<file path="config.mk">
export PLATFORM = sky130hd
export DESIGN_NAME = alu_commit_arbiter
export DESIGN_NICKNAME = d
export VERILOG_FILES = /design/src/rtl/core_config_pkg.sv /design/src/rtl/alu_commit_arbiter.sv
export SDC_FILE = /design/constraint.sdc
export NUM_CORES = 1
export LEC_CHECK = 0
export CORE_MARGIN = 3
export CORE_UTILIZATION = 44
export CTS_CLUSTER_SIZE = 12
export DETAILED_ROUTE_END_ITERATION = 7
export PLACE_DENSITY = 0.87
export SLEW_MARGIN = 10
export SYNTH_ARGS = -nofsm -noshare
export SYNTH_HDL_FRONTEND = slang
export SYNTH_SLANG_ARGS = --single-unit
</file>
<file path="constraint.sdc">
create_clock -name clk -period 7.7 [get_ports clk]
set_input_delay 1.54 -clock clk [delete_from_list [all_inputs] [get_ports clk]]
set_output_delay 1.54 -clock clk [all_outputs]
set_load 0.01 [all_outputs]
</file>
<file path="src/rtl/core_config_pkg.sv">
// Core-wide configuration constants shared by the execution and commit stages.
// Only the widths needed by the commit path live here.
package core_config_pkg;

  parameter int XLEN       = 32;
  parameter int REG_ADDR_W = 5;

endpackage

</file>
<file path="src/rtl/alu_commit_arbiter.sv">
// Round-robin commit stage: collects finished results and writes one per cycle.
// Optional COMMIT_PERF_EN adds perf_commits / perf_stalls counters.
module alu_commit_arbiter
  import core_config_pkg::*;
#(
  parameter int NUM_UNITS  = 2,
  parameter int XLEN       = core_config_pkg::XLEN,
  parameter int REG_ADDR_W = core_config_pkg::REG_ADDR_W
) (
  input  logic                            clk,
  input  logic                            rst,
  input  logic [NUM_UNITS-1:0]            req,
  input  logic [NUM_UNITS-1:0]            valid,
  input  logic [NUM_UNITS-1:0]            err,
  input  logic [NUM_UNITS*XLEN-1:0]       res,
  input  logic [NUM_UNITS*REG_ADDR_W-1:0] rd,
  output logic [NUM_UNITS-1:0]            clear,
  output logic                            rf_we,
  output logic [REG_ADDR_W-1:0]           rf_waddr,
  output logic [XLEN-1:0]                 rf_wdata,
  output logic                            exc_valid,
  output logic [2:0]                      exc_unit,
  input  logic                            exc_ack,
`ifdef COMMIT_PERF_EN
  output logic [31:0]                     perf_commits,
  output logic [31:0]                     perf_stalls,
`endif
  output logic                            stall
);

  localparam int PW = (NUM_UNITS > 1) ? $clog2(NUM_UNITS) : 1;

  typedef enum logic {
    RUN  = 1'b0,
    HALT = 1'b1
  } state_e;

  state_e                  state_q, state_d;
  logic [PW-1:0]           ptr_q, ptr_d;
  logic [NUM_UNITS-1:0]    clear_q, clear_d;
  logic                    we_q, we_d;
  logic [REG_ADDR_W-1:0]   waddr_q, waddr_d;
  logic [XLEN-1:0]         wdata_q, wdata_d;
  logic                    excv_q, excv_d;
  logic [2:0]              excu_q, excu_d;

  logic [NUM_UNITS-1:0]    elig;
  logic [NUM_UNITS-1:0]    cand;
  logic [2*NUM_UNITS-1:0]  dbl;
  logic [NUM_UNITS-1:0]    rot;
  logic                    gnt_vld;
  logic [PW-1:0]           gnt_off;
  logic [PW:0]             gnt_sum;
  logic [PW-1:0]           gnt_idx;
  logic                    g_err;
  logic [XLEN-1:0]         g_res;
  logic [REG_ADDR_W-1:0]   g_rd;

  assign elig = req & valid;

  // The unit granted last cycle still shows req before it sees clear.
  assign cand = (state_q == RUN) ? (elig & ~clear_q) : '0;

  always_comb begin
    dbl     = {cand, cand} >> ptr_q;
    rot     = dbl[NUM_UNITS-1:0];
    gnt_vld = 1'b0;
    gnt_off = '0;
    for (int i = 0; i < NUM_UNITS; i++) begin
      if (!gnt_vld && rot[i]) begin
        gnt_vld = 1'b1;
        gnt_off = PW'(i);
      end
    end
    gnt_sum = {1'b0, ptr_q} + {1'b0, gnt_off};
    if (gnt_sum >= (PW+1)'(NUM_UNITS)) begin
      gnt_sum = gnt_sum - (PW+1)'(NUM_UNITS);
    end
    gnt_idx = gnt_sum[PW-1:0];
  end

  always_comb begin
    g_err = 1'b0;
    g_res = '0;
    g_rd  = '0;
    for (int i = 0; i < NUM_UNITS; i++) begin
      if (gnt_idx == PW'(i)) begin
        g_err = err[i];
        g_res = res[i*XLEN +: XLEN];
        g_rd  = rd[i*REG_ADDR_W +: REG_ADDR_W];
      end
    end
  end

  always_comb begin
    state_d = state_q;
    ptr_d   = ptr_q;
    clear_d = '0;
    we_d    = 1'b0;
    waddr_d = waddr_q;
    wdata_d = wdata_q;
    excv_d  = excv_q;
    excu_d  = excu_q;
    unique case (state_q)
      RUN: begin
        if (gnt_vld) begin
          clear_d = NUM_UNITS'(1) << gnt_idx;
          if (gnt_idx == PW'(NUM_UNITS-1)) begin
            ptr_d = '0;
          end else begin
            ptr_d = gnt_idx + 1'b1;
          end
          if (g_err) begin
            state_d = HALT;
            excv_d  = 1'b1;
            excu_d  = 3'(gnt_idx);
          end else if (g_rd != '0) begin
            we_d    = 1'b1;
            waddr_d = g_rd;
            wdata_d = g_res;
          end
        end
      end
      HALT: begin
        if (exc_ack) begin
          state_d = RUN;
          excv_d  = 1'b0;
        end
      end
      default: state_d = RUN;
    endcase
  end

  always_ff @(posedge clk) begin
    if (rst) begin
      state_q <= RUN;
      ptr_q   <= '0;
      clear_q <= '0;
      we_q    <= 1'b0;
      waddr_q <= '0;
      wdata_q <= '0;
      excv_q  <= 1'b0;
      excu_q  <= '0;
    end else begin
      state_q <= state_d;
      ptr_q   <= ptr_d;
      clear_q <= clear_d;
      we_q    <= we_d;
      waddr_q <= waddr_d;
      wdata_q <= wdata_d;
      excv_q  <= excv_d;
      excu_q  <= excu_d;
    end
  end

  assign clear     = clear_q;
  assign rf_we     = we_q;
  assign rf_waddr  = waddr_q;
  assign rf_wdata  = wdata_q;
  assign exc_valid = excv_q;
  assign exc_unit  = excu_q;
  assign stall     = (state_q == HALT);

`ifdef COMMIT_PERF_EN
  logic [31:0] pc_q;
  logic [31:0] ps_q;

  // Commits count off the clear pulse itself; stalls off the lost cycle.
  always_ff @(posedge clk) begin
    if (rst) begin
      pc_q <= '0;
      ps_q <= '0;
    end else begin
      if (|clear_q) begin
        pc_q <= pc_q + 32'd1;
      end
      if ((|elig) && !gnt_vld) begin
        ps_q <= ps_q + 32'd1;
      end
    end
  end

  assign perf_commits = pc_q;
  assign perf_stalls  = ps_q;
`endif

endmodule

</file>
==> results of run 1 <==
## cell usage in the layout, fill, tap and decap left out, types with 2 or more instances in the layout
master	n
dfxtp_1	44
nor2_1	12
nand4bb_1	2
a211oi_1	2
clkbuf_8	7
a21oi_1	3
a221oi_1	2
nand2_1	2
conb_1	2
inv_1	33
a311oi_1	5
nor3_1	3
and2_1	32
nor2b_1	6
mux2i_1	36
clkdlybuf4s50_1	124
a221oi_2	30
## layer usage
| layer | global-route usage, % | vias up |
|---|---|---|
| li1 | - | 1097 |
| met1 | 20.2 | 1021 |
| met2 | 32.1 | 86 |
| met3 | 5.92 | 10 |
| met4 | 4.49 | 0 |
| met5 | 0 | - |
## critical path, cell delays in order
cell and delay (ns):
clkdlybuf4s50_1 0.48, and4bb_1 0.35, maj3_4 0.70, mux2i_1 0.36, and3_4 0.25, a21bo_2 0.82, a221oi_1 0.23
## where the power goes
group / internal [mW] / total, mW / leakage (nW) / switching (mW)
Combinational: 0.117 / 0.201 / 0.951 / 0.0838
Sequential: 0.247 / 0.258 / 0.361 / 0.0106
Clock: 0.0799 / 0.151 / 0.0503 / 0.0712
## worst paths after layout
kind / startpoint / end / slack (ns) / cells after the start
setup / recovery: valid[1] / rf_wdata[21] / 3.05 / 7
hold / removal: rf_wdata[29] / rf_wdata[29] / 0.46 / 2
setup reg to reg: stall / rf_wdata[21] / 4.35 / 6
hold reg to reg: rf_wdata[29] / rf_wdata[29] / 0.46 / 2
## logic make-up (layout without fill, tap and decap cells)
group	count (synthesis)	in the layout	synth area share [%]
compound gates	48	48	23.0
fa+ha+maj	1	1	0.540
buf+inv	56	166	11.5
flops	44	44	34.6
mux	38	38	15.6
other cells	1	2	0.147
simple gates	61	61	14.6
## state kept, by name, summed over array words and instances (netlist names)
| name | count |
|---|---|
| rf_we | 1 |
| stall | 1 |
| ptr_q | 1 |
| rf_waddr | 5 |
| clear | 2 |
| exc_unit | 1 |
| exc_valid | 1 |
| rf_wdata | 32 |
## area by class of cell
| cell class | count | share of cell area, % |
|---|---|---|
| flip-flops and latches | 44 | 23.0 |
| inverters | 33 | 3.23 |
| repair buffers | 126 | 32.7 |
| well taps | 72 | 2.35 |
| multi-input cells | 150 | 36.2 |
| clock buffers | 7 | 2.51 |
## stage by stage
stage / setup WS, ns / hold slack, ns / total power [mW] / area (um^2) / cells
after floorplan: 4.22 / 0.487 / 0.377 / 2550 / 250
after global placement: 2.82 / 0.447 / 0.461 / 3740 / 425
after detailed placement: 2.69 / 0.449 / 0.466 / 3740 / 425
after CTS: 2.97 / 0.462 / 0.618 / 3830 / 432
after global routing: 2.76 / 0.475 / 0.642 / 3830 / 432
final: 3.05 / 0.459 / 0.610 / 3830 / 432
==> key figures, run 1 <==
Status
  – Status: complete, no violations

Cells and area
  – Ant. Diodes: 0
  – Share of cells above drive strength 1: 13.1%
  – Final Util: ~69%
  – FF+latch area: 881 um^2
  – Fin nets: 443
  – Multi-input logic area: 1390 um^2
  – Fillers: 461
  – Synth-to-Final Area Change: 50.6%

Route
  – First-pass DRT Iterations: 4
  – Routed vias: ~2200
  – Highest metal used: met4
  – Vias per cell: 5.13
  – Detailed Route Iter0 Violations: 47
  – Met2 wire length: 3170 um
  – Drt wl/cell: 14.7 um
  – Antenna Violating Nets Remaining: 0
  – Routed WL: 6350 um
  – Met3 WL: 596 um
  – Metal-1 WL: 2490 um
  – DRC Markers: 0

STA
  – Max Transition Viols Final: 0
  – Clk_skew: 0.00405 ns
  – Setup TNS Final: 0 ns
  – Crit path time final: between 4 and 5 ns
  – Final setup fails: 0
  – Fmax: 215 MHz
  – Unrepaired setup endpoints after global routing: no
  – Final period util: between 60 and 70%
  – Slew at the pin closest to its max-slew limit: 1.11 ns
  – Max-slew headroom: 25.8%
  – Final hold viol count: 0

Clocking
  – H-tree depth: 2
  – Bufs on Longest Clock Path: 2
  – TritonCTS buffer count: 5
  – Clock Sinks: 44
  – Cts repair resizes: 0
  – CTS tree: yes
  – Post-CTS Setup Inserts: 0
  – CTS Root Cell: clkbuf_8
  – Clk pin slew, worst setup/hold paths: 0.07 ns
  – Clock Latency Late Sink: ~0.28 ns
  – Hold buffers post-CTS: 0

Power and ir drop
  – Pwr dens: between 150 and 200 nW/um^2
  – Peak supply drop: 0.0000958 V
  – Leakage: 1.36 nW

Synth
  – EDFF count, synth: 0
  – Synthesized instance count: 249
  – Most common cell in the netlist: dfxtp_1
  – Synth Register Bits: 44
  – Synth unique cells: 33
  – Leading area contributor after synthesis: dfxtp_1
  – Post-synth ARST share: 0%
  – Synth top cells by count: dfxtp_1 (44), mux2i_1 (36), inv_1 (33)
  – Top-area cell type share of the netlist area: 34.6%
  – Sequential share of the synthesized area: 34.6%
  – Avg Cell Area, Syn: 10.2 um^2
  – Synth area leaders: dfxtp_1 (35%), a221oi_2 (18%), mux2i_1 (14%), and2_1 (7.9%), inv_1 (4.9%)
  – Ys flop type: dfxtp_1
  – Yosys warning count: 0
  – Post-synthesis cell area: between 2000 and 3000 um^2

Critical path
  – Critical path endpoint category: register
  – CP Data Arrival Time: roughly 4.8 ns
  – Startpoint types: input pin
  – CP Class: in -> reg
  – Critical path peak fanout: 39
  – Worst EP required: 7.80 ns

Die
  – Initial core utilization: 46.0%
  – Placement row count: 27
  – Core Area: 5540 um^2
  – IO Pins: ~130
  – Die width: between 80 and 90 um
  – Full die area: 6740 um^2
  – Die height: 82.1 um

Placement
  – Placer congestion estimate: 0.719
  – Buffers on Ports: 125
  – HPWL Detailed: 4590 um

Global routing
  – GRT overflow: 0
  – GR Util All Layers: approximately 18%
  – Vias in the first global route: 2059
  – Largest net degree at the start of global routing: 45
  – Antenna violations before repair: 0
  – First-pass GRT wire length: between 9000 and 10000 um

Hold path
  – Min-delay worst type: reg -> reg

Job
  – Max-cap violations: 0
Note: power is estimated with default switching activity, not from simulation.
==> run 2: changes to the inputs <==
--- a/config.mk
+++ b/config.mk
@@ -6,10 +6,10 @@
 export NUM_CORES = 1
 export LEC_CHECK = 0
 export CORE_MARGIN = 3
-export CORE_UTILIZATION = 44
+export CORE_UTILIZATION = 37
 export CTS_CLUSTER_SIZE = 12
 export DETAILED_ROUTE_END_ITERATION = 7
-export PLACE_DENSITY = 0.87
+export PLACE_DENSITY = 0.78
 export SLEW_MARGIN = 10
 export SYNTH_ARGS = -nofsm -noshare
 export SYNTH_HDL_FRONTEND = slang
==> constraint.sdc (replaced) <==
create_clock -name clk -period 3.9 [get_ports clk]
set_input_delay 0.78 -clock clk [delete_from_list [all_inputs] [get_ports clk]]
set_output_delay 0.78 -clock clk [all_outputs]
set_load 0.01 [all_outputs]
==> run 2 against run 1 <==
Against the previous run:
- worst setup slack got worse by 2.2 ns
- largest cell class unchanged
- sequential share of layout area shrank 0.33 points
- critical endpoint is now rf_wdata[17]
- largest power group unchanged
- utilization shrank 9.3 points
- die area up 17%
- flip-flop and latch count stayed put
- worst hold slack improved by 0.0029 ns
==> key figures, run 2 (same netlist as run 1, synthesis figures left out) <==
Global routing
  – Grt met3 use: 4.70% (-1.2 points)
  – GR Util met1: 19.3% (-0.88 points)
  – GR peak layer: met2
  – Met2 Use GR: 26.2% (-5.9 points)
  – GRT overflow: 0 (unchanged)
  – Vias in the first global route: 2104 (+2.2%)
  – Largest net degree at the start of global routing: 45 (unchanged)
  – First-pass GRT wire length: 9670 um (+2.1%)
  – Antenna violations before repair: 0 (unchanged)
  – GR Util All Layers: 15.6% (-2.2 points)

Clocking
  – CTS tree: yes
  – Bufs on Longest Clock Path: 2 (unchanged)
  – Hold buffers post-CTS: 0 (unchanged)
  – TritonCTS buffer count: 5 (unchanged)
  – Post-CTS Setup Inserts: 0 (unchanged)
  – H-tree depth: 2 (unchanged)
  – CTS Root Cell: clkbuf_8
  – Cts repair resizes: 0 (unchanged)
  – Clk pin slew, worst setup/hold paths: 0.07 ns (about the same)
  – Clock Latency Late Sink: 0.29 ns (about the same)
  – Clock Sinks: 44 (unchanged)

STA
  – Unrepaired setup endpoints after global routing: no
  – Clk_skew: 0.00231 ns (-0.00173 ns)
  – Crit path time final: 3.09 ns
  – Slew at the pin closest to its max-slew limit: 1.11 ns (-0.00266 ns)
  – Final setup fails: 0 (unchanged)
  – Fmax: between 300 and 400 MHz
  – Max Transition Viols Final: 0 (unchanged)
  – Final period util: 79.1%
  – Setup TNS Final: 0 ns (unchanged)
  – Final hold viol count: 0 (unchanged)
  – Max-slew headroom: 25.9% (+0.18 points)

Power and ir drop
  – Gate power share: 33.7% (+0.8 points)
  – Peak supply drop: 0.000148 V (+55%)
  – Sw Share: 27.4% (+0.24 points)
  – Leakage: 1.39 nW (+1.9%)
  – Sequential Power Share: 42.4% (about the same)
  – P_int: 0.872 mW (+96%)
  – Clock network power share: 23.9% (-0.9 points)
  – Net Sw Power: 0.329 mW (+99%)
  – Pwr dens: 309 nW/um^2 (+94%)

Cells and area
  – Commonest non-fill, non-tap cell in the layout: clkdlybuf4s50_1
  – Fillers: 590 (+28%)
  – Share of cells above drive strength 1: 13.7% (+0.64 points)
  – Fin nets: 447 (+0.90%)
  – Synth-to-Final Area Change: 52.7%
  – Ant. Diodes: 0 (unchanged)
  – Most frequent cells in the layout: clkdlybuf4s50_1 (124), dfxtp_1 (44), mux2i_1 (36), inv_1 (33), and2_1 (32)
  – Max FFs per register: 32 (unchanged)
  – Post-Layout Cell Count: 442 (+2.3%)

Placement
  – Buffers on Ports: 125 (unchanged)
  – HPWL Detailed: 4710 um (+2.5%)
  – Placed cells: 434 (+2.1%)
  – Placer congestion estimate: 0.813 (+13%)

Die
  – Placement row count: 29 (+7.4%)
  – Core Area: 6490 um^2 (+17%)
  – Full die area: 7910 um^2 (+17%)
  – Die height: 89.0 um (+8.4%)
  – IO Pins: 128 (unchanged)
  – Die width: 89.0 um (+8.4%)
  – Initial core utilization: 39.2% (-6.8 points)

Critical path
  – R2R Path End: rf_wdata[17]
  – Critical path peak fanout: 13 (-67%)
  – Critical R2R Launch: stall
  – Startpoint types: input pin
  – CP Launch Point: req[0]
  – Critical path endpoint category: register
  – CP Class: in -> reg
  – Worst EP required: 4.02 ns (-3.78 ns)
  – R2R depth: 7 (+1)
  – CP Data Arrival Time: 3.20 ns (-1.55 ns)
  – Internal reg-to-reg setup slack: 1.34 ns (-3.01 ns)
  – CP endpoint: rf_wdata[17]

Route
  – DRC Markers: 0 (unchanged)
  – Antenna Violating Nets Remaining: 0 (unchanged)
  – Drt wl/cell: 14.2 um (-3.7%)
  – First-pass DRT Iterations: 4 (unchanged)
  – Routed vias: 2182 (-1.4%)
  – Routed WL: 6260 um (-1.4%)
  – Vias per cell: 4.94 (-3.7%)
  – Detailed Route Iter0 Violations: 36 (-23%)

Hold path
  – Worst Hold Path Cells: 2 (unchanged)
  – Min-delay worst type: reg -> reg

Job
  – Max-cap violations: 0 (unchanged)

Status
  – Status: complete, no violations
[run 2: cell types whose count changed in the layout (fill, tap and decap cells not counted)]
| cell | before | now |
|---|---|---|
| clkbuf_1 | 0 | 2 |
| buf_12 | 0 | 2 |
| buf_4 | 1 | 3 |
| clkbuf_8 | 7 | 6 |
[run 2: layer usage]
| metal | wire [um] | up-vias |
|---|---|---|
| met1 | 2720 | 996 |
| met4 | 43 | 0 |
| met2 | 2980 | 75 |
| met5 | 0 | - |
| li1 | - | 1106 |
| met3 | 521 | 5 |
[run 2: worst min-delay path by stage]
| stage | startpoint | endpoint | slack [ns] |
|---|---|---|---|
| 6_report | rf_wdata[14] | rf_wdata[14] | 0.46 |
| 5_1_grt | rf_wdata[4] | rf_wdata[4] | 0.48 |
| 4_1_cts | rf_wdata[4] | rf_wdata[4] | 0.46 |
| 3_5_place_dp | rf_wdata[4] | rf_wdata[4] | 0.45 |
| 3_3_place_gp | rf_wdata[29] | rf_wdata[29] | 0.45 |
| 2_1_floorplan | rf_wdata[0] | rf_wdata[0] | 0.49 |
[run 2: worst max-delay path, stage by stage]
cell,delay [ns]
clkdlybuf4s50_1,0.48
nand4bb_1,0.25
maj3_4,0.49
mux2i_1,0.28
and3_4,0.25
a21bo_2,0.37
buf_12,0.21
a221oi_2,0.07
[run 2: final cells by class]
class,instances,area [um^2],share of cell area (%)
Sequential cell,44,881,22.7
Multi-Input combinational cell,150,1390,35.7
Timing Repair Buffer,130,1310,33.7
Inverter,33,124,3.19
Tap cell,77,96.3,2.48
Clock buffer,8,90.1,2.32
[run 2: per-stage QoR]
stage	area, um^2	hold slack (ns)	util, %	power (mW)	worst slack (ns)
floorplan	2550	0.487	-	0.744	1.18
global placement	3800	0.448	58.5	0.923	0.612
detailed placement	3800	0.452	58.5	0.932	0.481
CTS	3890	0.464	59.9	1.22	0.799
global route	3890	0.475	59.9	1.27	0.665
finish	3890	0.462	59.9	1.20	0.814
[run 2: power groups by stage]
| stage | registers [mW] | logic (mW) | clock network, mW |
|---|---|---|---|
| 4_1_cts | 0.510 | 0.413 | 0.298 |
| 5_1_grt | 0.515 | 0.438 | 0.314 |
| 6_report | 0.509 | 0.405 | 0.287 |
| 3_5_place_dp | 0.520 | 0.412 | 0 |
| 3_3_place_gp | 0.518 | 0.405 | 0 |
| 2_1_floorplan | 0.536 | 0.207 | 0 |
==> run 3: changes to the inputs <==
--- a/config.mk
+++ b/config.mk
@@ -6,10 +6,10 @@
 export NUM_CORES = 1
 export LEC_CHECK = 0
 export CORE_MARGIN = 3
-export CORE_UTILIZATION = 37
+export CORE_UTILIZATION = 40
 export CTS_CLUSTER_SIZE = 12
 export DETAILED_ROUTE_END_ITERATION = 7
-export PLACE_DENSITY = 0.78
+export PLACE_DENSITY = 0.8
 export SLEW_MARGIN = 10
 export SYNTH_ARGS = -nofsm -noshare
 export SYNTH_HDL_FRONTEND = slang
==> constraint.sdc (replaced) <==
create_clock -name clk -period 3.1 [get_ports clk]
set_input_delay 0.62 -clock clk [delete_from_list [all_inputs] [get_ports clk]]
set_output_delay 0.62 -clock clk [all_outputs]
set_load 0.01 [all_outputs]
==> run 3 against run 2 <==
Against the previous run:
- sequential power grew 26%
- largest power group unchanged
- via count up 1.2%
- critical path type unchanged
- register-to-register slack got worse by 0.53 ns
==> key figures, run 3 (same netlist as run 1, synthesis figures left out) <==
Status
  – Status: complete, no violations

Cells and area
  – Most frequent cells in the layout: clkdlybuf4s50_1 (124), dfxtp_1 (44), mux2i_1 (36), inv_1 (33), and2_1 (32)
  – Ant. Diodes: 0 (unchanged)
  – Post-Layout Cell Count: 447 (+1.1%)
  – Share of cells above drive strength 1: 15.3% (+1.6 points)
  – Fin nets: 454 (+1.6%)
  – Final Util: 65.4% (+5.5 points)
  – Final instance area: 3940 um^2 (+1.3%)
  – Commonest non-fill, non-tap cell in the layout: clkdlybuf4s50_1
  – Max FFs per register: 32 (unchanged)
  – Synth-to-Final Area Change: 54.7%

Die
  – Initial core utilization: 42.3% (+3.1 points)
  – Die width: 85.8 um (-3.6%)
  – IO Pins: 128 (unchanged)
  – Full die area: 7360 um^2 (-7.0%)
  – Core Area: 6030 um^2 (-7.2%)
  – Placement row count: 28 (-3.4%)
  – Die height: 85.8 um (-3.6%)

Route
  – DRC Markers: 0 (unchanged)
  – First-pass DRT Iterations: 4 (unchanged)
  – Vias per cell: 4.94 (+0.10%)
  – Drt wl/cell: 14.1 um (-0.30%)
  – Routed vias: 2209 (+1.2%)
  – Antenna Violating Nets Remaining: 0 (unchanged)
  – Detailed Route Iter0 Violations: 55 (+53%)
  – Routed WL: 6310 um (+0.83%)

Critical path
  – Critical R2R Launch: stall
  – Worst path slowest cell: clkdlybuf4s50_1
  – R2R depth: 7 (unchanged)
  – Crit path max-delay family: buffers and inverters
  – Critical path peak fanout: 19 (+6)
  – Startpoint types: input pin
  – Critical path endpoint category: register
  – Internal reg-to-reg setup slack: 0.81 ns (-0.53 ns)
  – Crit path largest cell delay: 0.42 ns (-0.07 ns)
  – CP Launch Point: valid[1]
  – R2R Path End: rf_wdata[21]
  – Worst EP required: 3.30 ns (-0.72 ns)
  – CP Class: in -> reg
  – CP Data Arrival Time: 2.82 ns (-0.38 ns)
  – CP Buf/Inv Count: 2 (unchanged)
  – Crit path cell chain: clkdlybuf4s50_1 > and4bb_1 > maj3_4 > mux2i_1 > and3_4 > nand2_4 > buf_12 > a221oi_1

Clocking
  – CTS tree: yes
  – Clk pin slew, worst setup/hold paths: 0.08 ns (about the same)
  – Clock Latency Late Sink: 0.29 ns (about the same)
  – Bufs on Longest Clock Path: 2 (unchanged)
  – Cts repair resizes: 0 (unchanged)
  – CTS Root Cell: clkbuf_8
  – Post-CTS Setup Inserts: 0 (unchanged)
  – Hold buffers post-CTS: 0 (unchanged)
  – H-tree depth: 2 (unchanged)
  – Clock Sinks: 44 (unchanged)
  – TritonCTS buffer count: 5 (unchanged)

Placement
  – HPWL Detailed: 4920 um (+4.4%)
  – Placed Area: 3850 um^2 (+1.3%)
  – Buffers on Ports: 125 (unchanged)
  – Placed cells: 439 (+1.2%)
  – Place WS: 0.168 ns (-0.313 ns)
  – Placer congestion estimate: 0.826 (+1.5%)

Job
  – Max-cap violations: 0 (unchanged)

Hold path
  – Hold path start: rf_wdata[28]
  – Worst Hold Path Cells: 2 (unchanged)
  – Hold endpoint: rf_wdata[28]
  – Min-delay worst type: reg -> reg

Global routing
  – GR Util All Layers: 17.2% (+1.6 points)
  – Largest net degree at the start of global routing: 23 (-49%)
  – GRT overflow: 0 (unchanged)
  – Vias in the first global route: 2171 (+3.2%)
  – Antenna violations before repair: 0 (unchanged)
  – First-pass GRT wire length: 10300 um (+6.1%)

STA
  – Setup TNS Final: 0 ns (unchanged)
  – Fmax: approximately 380 MHz
  – Max Transition Viols Final: 0 (unchanged)
  – Final hold viol count: 0 (unchanged)
  – Unrepaired setup endpoints after global routing: no
  – Final setup fails: 0 (unchanged)
  – Final period util: 84.5%
  – Hold WS: 0.461 ns (-0.000875 ns)
  – Clk_skew: 0.00382 ns (+0.00151 ns)
  – Crit path time final: 2.62 ns
  – Final setup margin: 0.479 ns (-0.334 ns)

Power and ir drop
  – Final Power: 1.52 mW (+26%)
  – Pwr dens: 386 nW/um^2 (+25%)
  – Leakage: 1.42 nW (+2.4%)
  – Peak supply drop: 0.000205 V (+39%)
run 3: worst max path at each step:
stage | end | depth (start not counted)
CTS | rf_wdata[22] | 8
global route | rf_wdata[21] | 8
finish | rf_wdata[21] | 8
global placement | rf_wdata[31] | 8
floorplan | rf_wdata[0] | 10
detailed placement | rf_wdata[22] | 8
run 3: layer usage:
layer	vias up	global-route usage (%)	wire, um
li1	1120	-	-
met3	4	6.24	563
met2	76	29.8	3080
met4	0	3.02	31
met5	-	0	0
met1	1009	20.7	2640
run 3: worst reg2reg max path, cell delays in order, from the launching register on:
cell	delay, ns
dfxtp_1	0.43
and4bb_1	0.24
maj3_4	0.42
mux2i_1	0.27
and3_4	0.25
nand2_4	0.13
buf_12	0.21
a221oi_1	0.25
run 3: report_power, final:
part	total (mW)	internal [mW]	switching [mW]
Combinational	0.516	0.306	0.211
Clock	0.363	0.182	0.181
Sequential	0.640	0.614	0.0257
run 3: layout make-up:
type                            count  area [um^2]
Multi-Input combinational cell    150         1390
Fill cell                         515         2090
Timing Repair Buffer              137         1360
Tap cell                           75         93.8
Sequential cell                    44          881
Clock buffer                        8         90.1
Inverter                           33          124
